## config.mk

```make
export PLATFORM = sky130hd
export DESIGN_NAME = rf_mrp_clr
export DESIGN_NICKNAME = d
export VERILOG_FILES = /design/src/rtl/rf_mrp_clr.sv
export SDC_FILE = /design/constraint.sdc
export NUM_CORES = 1
export LEC_CHECK = 0
export BUFFER_PORTS_ARGS = -buffer_cell sky130_fd_sc_hd__buf_2
export CORE_MARGIN = 10
export CORE_UTILIZATION = 30
export CTS_CLUSTER_SIZE = 40
export DETAILED_ROUTE_END_ITERATION = 12
export PLACE_DENSITY = 0.55
export SLEW_MARGIN = 20
export SYNTH_ARGS = -nofsm -noshare
export SYNTH_HDL_FRONTEND = slang
export SYNTH_SLANG_ARGS = --single-unit
export TNS_END_PERCENT = 50
```

## constraint.sdc

```tcl
create_clock -name clk -period 3 [get_ports clk]
set_clock_uncertainty 0.1 [all_clocks]
set_input_delay 0.15 -clock clk [delete_from_list [all_inputs] [get_ports clk]]
set_output_delay 0.15 -clock clk [all_outputs]
set_load 0.01 [all_outputs]
```

## src/rtl/rf_mrp_clr.sv

```systemverilog
// rtl/rf_mrp_clr.sv - parametrised multi-read register file with hardware clear sequencer
// Optional write-first read bypass: define RF_BYPASS_EN.
module rf_mrp_clr #(
    parameter int WIDTH    = 32,
    parameter int DEPTH    = 32,
    parameter int NUM_RD   = 2,
    parameter int ZERO_REG = 1
) (
    input  logic                          clk,
    input  logic                          rst_n,
    input  logic [NUM_RD*$clog2(DEPTH)-1:0] i_rd_addr,
    output logic [NUM_RD*WIDTH-1:0]       o_rd_data,
    input  logic [$clog2(DEPTH)-1:0]      i_wr_addr,
    input  logic [WIDTH-1:0]              i_wr_data,
    input  logic                          i_wr_en,
    output logic                          o_wr_ready,
    input  logic                          i_clr,
    output logic                          o_busy
);

    localparam int AW = $clog2(DEPTH);
    localparam logic [AW:0]   DEPTH_W = (AW+1)'(DEPTH);
    localparam logic [AW-1:0] LAST    = AW'(DEPTH - 1);

`ifdef RF_BYPASS_EN
    localparam bit BYPASS = 1'b1;
`else
    localparam bit BYPASS = 1'b0;
`endif

    typedef enum logic {
        ST_CLEAR = 1'b0,
        ST_IDLE  = 1'b1
    } state_t;

    state_t          state_q, state_d;
    logic [AW-1:0]   cnt_q, cnt_d;
    logic            busy;

    logic [WIDTH-1:0] mem_q [DEPTH];
    logic             mem_we;
    logic [AW-1:0]    mem_waddr;
    logic [WIDTH-1:0] mem_wdata;

    logic wr_addr_ok;
    logic wr_zero_hit;
    logic wr_accept;

    always_ff @(posedge clk or negedge rst_n) begin
        if (!rst_n) begin
            state_q <= ST_CLEAR;
            cnt_q   <= '0;
        end else begin
            state_q <= state_d;
            cnt_q   <= cnt_d;
        end
    end

    // i_clr during CLEAR is deliberately ignored so the sweep is never restarted.
    always_comb begin
        state_d = state_q;
        cnt_d   = cnt_q;
        case (state_q)
            ST_CLEAR: begin
                if (cnt_q == LAST) begin
                    state_d = ST_IDLE;
                    cnt_d   = '0;
                end else begin
                    cnt_d = cnt_q + 1'b1;
                end
            end
            ST_IDLE: begin
                if (i_clr) begin
                    state_d = ST_CLEAR;
                    cnt_d   = '0;
                end
            end
            default: begin
                state_d = ST_CLEAR;
                cnt_d   = '0;
            end
        endcase
    end

    always_comb begin
        busy       = (state_q == ST_CLEAR);
        o_busy     = busy;
        o_wr_ready = ~busy;
    end

    always_comb begin
        wr_addr_ok  = ({1'b0, i_wr_addr} < DEPTH_W);
        wr_zero_hit = (ZERO_REG != 0) && (i_wr_addr == '0);
        wr_accept   = !busy && i_wr_en && !i_clr && wr_addr_ok && !wr_zero_hit;
    end

    // The clear sweep and normal writes share the single storage write port.
    always_comb begin
        mem_we    = 1'b0;
        mem_waddr = i_wr_addr;
        mem_wdata = i_wr_data;
        if (busy) begin
            mem_we    = 1'b1;
            mem_waddr = cnt_q;
            mem_wdata = '0;
        end else if (wr_accept) begin
            mem_we = 1'b1;
        end
    end

    always_ff @(posedge clk) begin
        if (mem_we) begin
            mem_q[mem_waddr] <= mem_wdata;
        end
    end

    for (genvar k = 0; k < NUM_RD; k++) begin : g_rd
        logic [AW-1:0]    addr;
        logic             addr_ok;
        logic             zero_hit;
        logic             byp_hit;
        logic [WIDTH-1:0] data;

        assign addr = i_rd_addr[k*AW +: AW];

        always_comb begin
            addr_ok  = ({1'b0, addr} < DEPTH_W);
            zero_hit = (ZERO_REG != 0) && (addr == '0);
            byp_hit  = BYPASS && wr_accept && (addr == i_wr_addr);
            data     = '0;
            if (!busy && addr_ok && !zero_hit) begin
                data = byp_hit ? i_wr_data : mem_q[addr];
            end
        end

        assign o_rd_data[k*WIDTH +: WIDTH] = data;
    end

endmodule

```

* After elaboration in Yosys (flattened, before gate mapping)
Memories as Yosys holds them, arrays and structs flattened. Cells that the tools add are included.
Operators by class: divide/modulo/power cells 0, order comparisons 0, shifts and indexed selects 0, multiplexer cells 14, add/sub/neg operators 1, multipliers 0, reductions and logical operators 12, equality and inequality tests 2, bitwise operators 1
Operator list (count):
- 32-bit 2-to-1 mux | 3
- 5-bit zero test | 3
- 5-bit 2-to-1 mux | 3
- 5-bit one-hot mux with 2 select lines | 1
- 1-bit 2-to-1 mux | 6
- 5-bit by 1-bit adder with 5-bit output (second input constant) | 1
- 5-bit == test (second input constant) | 1
- 1-bit logical AND | 5
- 1-bit zero test | 4
- 2-bit != test (second input constant) | 1
- 1-bit one-hot mux with 2 select lines | 1
- 1-bit NOT | 1
Storage, ports and cells: flip-flop bits (word level) 6, bits in writable memories 1024, memory bits (read-only) 0, output and inout port bits 66, word-level logic and storage cells 33, latch bits 0, memories 1
Memories:
- mem_q | depth 32, width 32, rd ports 2, clocked after memory_dff 0, write ports 1, line 40 | logic [WIDTH-1:0] mem_q [DEPTH];

* Logic depth before layout (Yosys ltp)
word-level depth 7, mapped depth 8

* Least setup slack after synthesis
OpenSTA, ideal clock, no wires.
kind register to register, start point register state_q, in the netlist o_wr_ready, end point memory mem_q[10][0], enable pin, clock period less this slack 3.344 ns, buffers on the path 2, arrival time 2.823 ns, library setup time 0.421 ns, path slack -0.344 ns, stages on the path, launching flop included 7, cell sequence dfrtp_1 buf_2 buf_2 inv_1 o32ai_1 nand2_1 nor2_1
Between the ends: longest elaborated chain between the ends 7, elaborated cells on any way between the ends 8
RTL lines:
- from (decl) | line 36 | state_t state_q, state_d;
- from (signal assigned) | line 54 | state_q <= state_d;
- 1-bit logical AND (3 in series) | line 94 | wr_accept = !busy && i_wr_en && !i_clr && wr_addr_ok && !wr_zero_hit;
- 1-bit 2-to-1 mux | line 106 | end else if (wr_accept) begin
- 1-bit 2-to-1 mux | line 102 | if (busy) begin
- 1-bit 2-to-1 mux | line 112 | if (mem_we) begin
- 1-bit 2-to-1 mux (not written as such) | line 113 | mem_q[mem_waddr] <= mem_wdata;
- to (decl) | line 40
Several ways; a longest one is shown, not always the timed one.

==> summary.txt <==
Synthesis
  – Post-synth cell types: 44
  – Synth Instances: 2858
  – Register bit count reported by yosys: 1030
  – Async S/R FF share, synth: 0.583%
  – Syn avg cell area: 16.8 um^2
  – Top cells by count, synth: 1024 x edfxtp_1, 548 x mux2i_1, 291 x a22oi_1, 238 x mux4_2, 144 x nand3_1
  – Sequential share of the synthesized area: 64.3%
  – EDFF count, synth: 1024
  – Most common cell in the netlist: edfxtp_1
  – Ys Warns: 0
  – Syn nets: 2911
  – Synth area leaders: edfxtp_1 64%, mux2i_1 11%, mux4_2 11%
  – Area leader, netlist: edfxtp_1
  – Mapped cell area: 48100 um^2
  – Synth top area share: 64.0%
  – Primary FF master, synth: edfxtp_1

STA
  – Max-slew violation count: 0
  – Finish-stage setup viols: 14
  – Final hold slack: 32.6 ps
  – Period utilisation layout: 106%
  – Hold Vio Cnt, Final: 0
  – Slew HR: 53.9%
  – Slew @ Worst Pin: 690 ps
  – RSZ-0062 raised after global routing: true
  – Achievable clock frequency: 315 MHz
  – Final worst-path setup slack: -174 ps
  – Crit path time final: 3170 ps

Final layout
  – Register area: 30900 um^2
  – Design area: 57600 um^2
  – Area Growth Syn to Fin: 19.8%
  – Final layout net count: 3184
  – Layout cells sized above 1: 26.6%
  – Fillers: 14694
  – Multi-input gate area: 16500 um^2

Detailed routing
  – DRC: 0
  – Via Count: 30396
  – Avg WL per Cell: 32.8 um
  – Final wirelength: 174000 um
  – Drt pass-1 iters: 7
  – Via density: 5.73
  – Post-route ant nets: 0
  – Iter 0 DRT Violations: 3193

Place
  – Final RePlAce weighted congestion: 0.856
  – Placed cell area: 53300 um^2
  – Port bufs: 116
  – Hpwl dp: 108000 um
  – Post-placement worst setup slack: 88.6 ps

CTS
  – Clock slew at reported path FFs: 60 ps
  – CTS Buf Count: 113
  – Root buf cell: clkbuf_16
  – Clock Path Buffers: 3
  – H-tree depth: 3
  – Clock Latency Late Sink: 700 ps
  – CTS tree: yes
  – CTS sink count: 1030

Floorplanning
  – Core area: 159000 um^2
  – Num rows: 146
  – IO Pins: 117
  – Effective utilization at floorplan: 30.3%
  – Total die area: 177000 um^2
  – Die H: 420 um
  – Die X-Extent: 420 um

Pwr
  – IR drop worst, VDD: 470 uV
  – Flop pwr share: 47.1%
  – Switching part of the total: 28.2%
  – Comb power frac: 18.1%
  – Final Power: 39100 uW
  – PD cells: 679 nW/um^2
  – Int Pwr: 28100 uW
  – Clock share of power: 34.7%
  – NetSw: 11000 uW
  – Leakage: 0.0200 uW

Global route
  – Vias in the first global route: 30605
  – Largest net degree at the start of global routing: 55
  – Gr usage total: 19.1%
  – Total gr overflow: 0
  – Initial antenna violation count: 17
  – First-pass GRT wire length: 239000 um

Outcome
  – Run status: finished with violations
  – Failing checks: negative setup slack

Flow run
  – Max Cap Violations: 0

Critical path
  – Worst setup SP type: flop
  – Critical R2R Capture: mem_q[13][17]
  – Reg2Reg Depth: 7
  – WP data required: 2750 ps
  – CP Max Fanout: 2
  – Nature of the critical path endpoint: output port
  – CP endpoint: o_rd_data[38]
  – Setup Crit Path Kind: flop to output port
  – Worst r2r src: o_wr_ready
  – WP data arrival: 2920 ps
  – CP startpoint: mem_q[13][6]
  – Reg2Reg Setup Slack: 190 ps

Worst hold path
  – Worst hold path type: input port to flop
[per-stage QoR]
step	utilization [%]	std cells	setup TNS, ps
after CTS	36.1	5283	-4960
after global placement	33.6	5051	0
final	36.3	5302	-1100
after detailed placement	33.6	5051	0
after floorplan	-	2858	-148450
after global routing	36.3	5298	-1540
[logic make-up (layout without fill, tap and decap cells)]
family / after synthesis / after routing / synth area share [%]
mux: 788 / 788 / 22.6
flops: 1030 / 1030 / 64.3
fa+ha+maj: 2 / 2 / 0.0520
compound gates: 405 / 405 / 6.18
xor+xnor: 2 / 2 / 0.0364
simple gates: 394 / 394 / 4.30
buf+inv: 237 / 603 / 2.54
other cells: 0 / 6 / 0
[layout by cell type, fill, tap and decap left out, types with 7 or more instances in the layout]
cell	netlist	layout
edfxtp_1	1024	1024
mux2i_1	548	548
a22oi_1	291	289
mux4_2	238	238
buf_4	46	156
nand3_1	144	144
clkbuf_16	0	114
buf_2	68	103
buf_12	0	85
nand4_1	66	66
nand2_1	52	52
nor2_4	0	40
and2_1	38	30
clkinv_1	0	30
a22o_1	32	28
clkbuf_1	102	26
and3_1	27	25
a21oi_1	32	25
buf_6	10	24
a31oi_1	32	19
clkinv_2	0	17
dlygate4sd3_1	0	13
bufinv_16	0	11
a31oi_2	0	10
nor2_1	46	8
buf_8	0	8
a32oi_1	7	7
[routing by layer]
layer	part of all wire [%]	vias to the layer above	routed length, um	track usage (%)
met1	39	15980	67700	24.2
met5	0.016	-	27	0
met2	49	1567	85100	32.2
met3	7.4	365	12900	3.30
li1	-	12480	-	-
met4	4.6	4	7930	7.90
[power by group through the flow]
| stage | clock [uW] | combinational [uW] | sequential [uW] |
|---|---|---|---|
| 2_1_floorplan | 0 | 3420 | 18600 |
| 3_3_place_gp | 0 | 6910 | 18700 |
| 3_5_place_dp | 0 | 6940 | 18700 |
| 4_1_cts | 13800 | 7060 | 18400 |
| 5_1_grt | 14300 | 7340 | 18600 |
| 6_report | 13600 | 7090 | 18400 |
[sequential cells by signal, summed over array words and instances, names as in the netlist]
name,flops
mem_q,1024
o_wr_ready,1
cnt_q,5
[area by class of cell]
cell class              count  share of cell area (%)
multi-input cells        1591                    28.7
diodes                      6                  0.0261
well taps                2072                    4.50
flip-flops and latches   1030                    53.7
repair buffers            390                    6.83
inverters                   5                  0.0326
clock inverters            69                    1.11
clock buffers             139                    5.08
[worst min path at each step]
stage	from	endpoint	slack, ps	cells past startpoint
2_1_floorplan	rst_n	cnt_q[0]	-250	0
3_3_place_gp	rst_n	cnt_q[1]	-110	1
3_5_place_dp	rst_n	cnt_q[4]	-100	1
4_1_cts	i_wr_data[22]	mem_q[21][22]	2	3
5_1_grt	i_wr_data[1]	mem_q[31][1]	30	3
6_report	i_wr_data[24]	mem_q[3][24]	30	3
[worst max-delay path: stages, from the launching register on]
cell,delay (ps)
edfxtp_1,390
mux4_2,450
a22o_1,250
a31oi_2,170
nand4_1,580
buf_2,370
[what timing repair did]
action	CTS	global route
endpoints found under the setup margin	64	55
pin swaps	39	26
gates cloned	1	1
hold buffers	13	0
resized for setup	50	27
setup buffers	10	12
endpoints found under the hold margin	247	0
No activity file was read; power rests on OpenSTA's default activity.
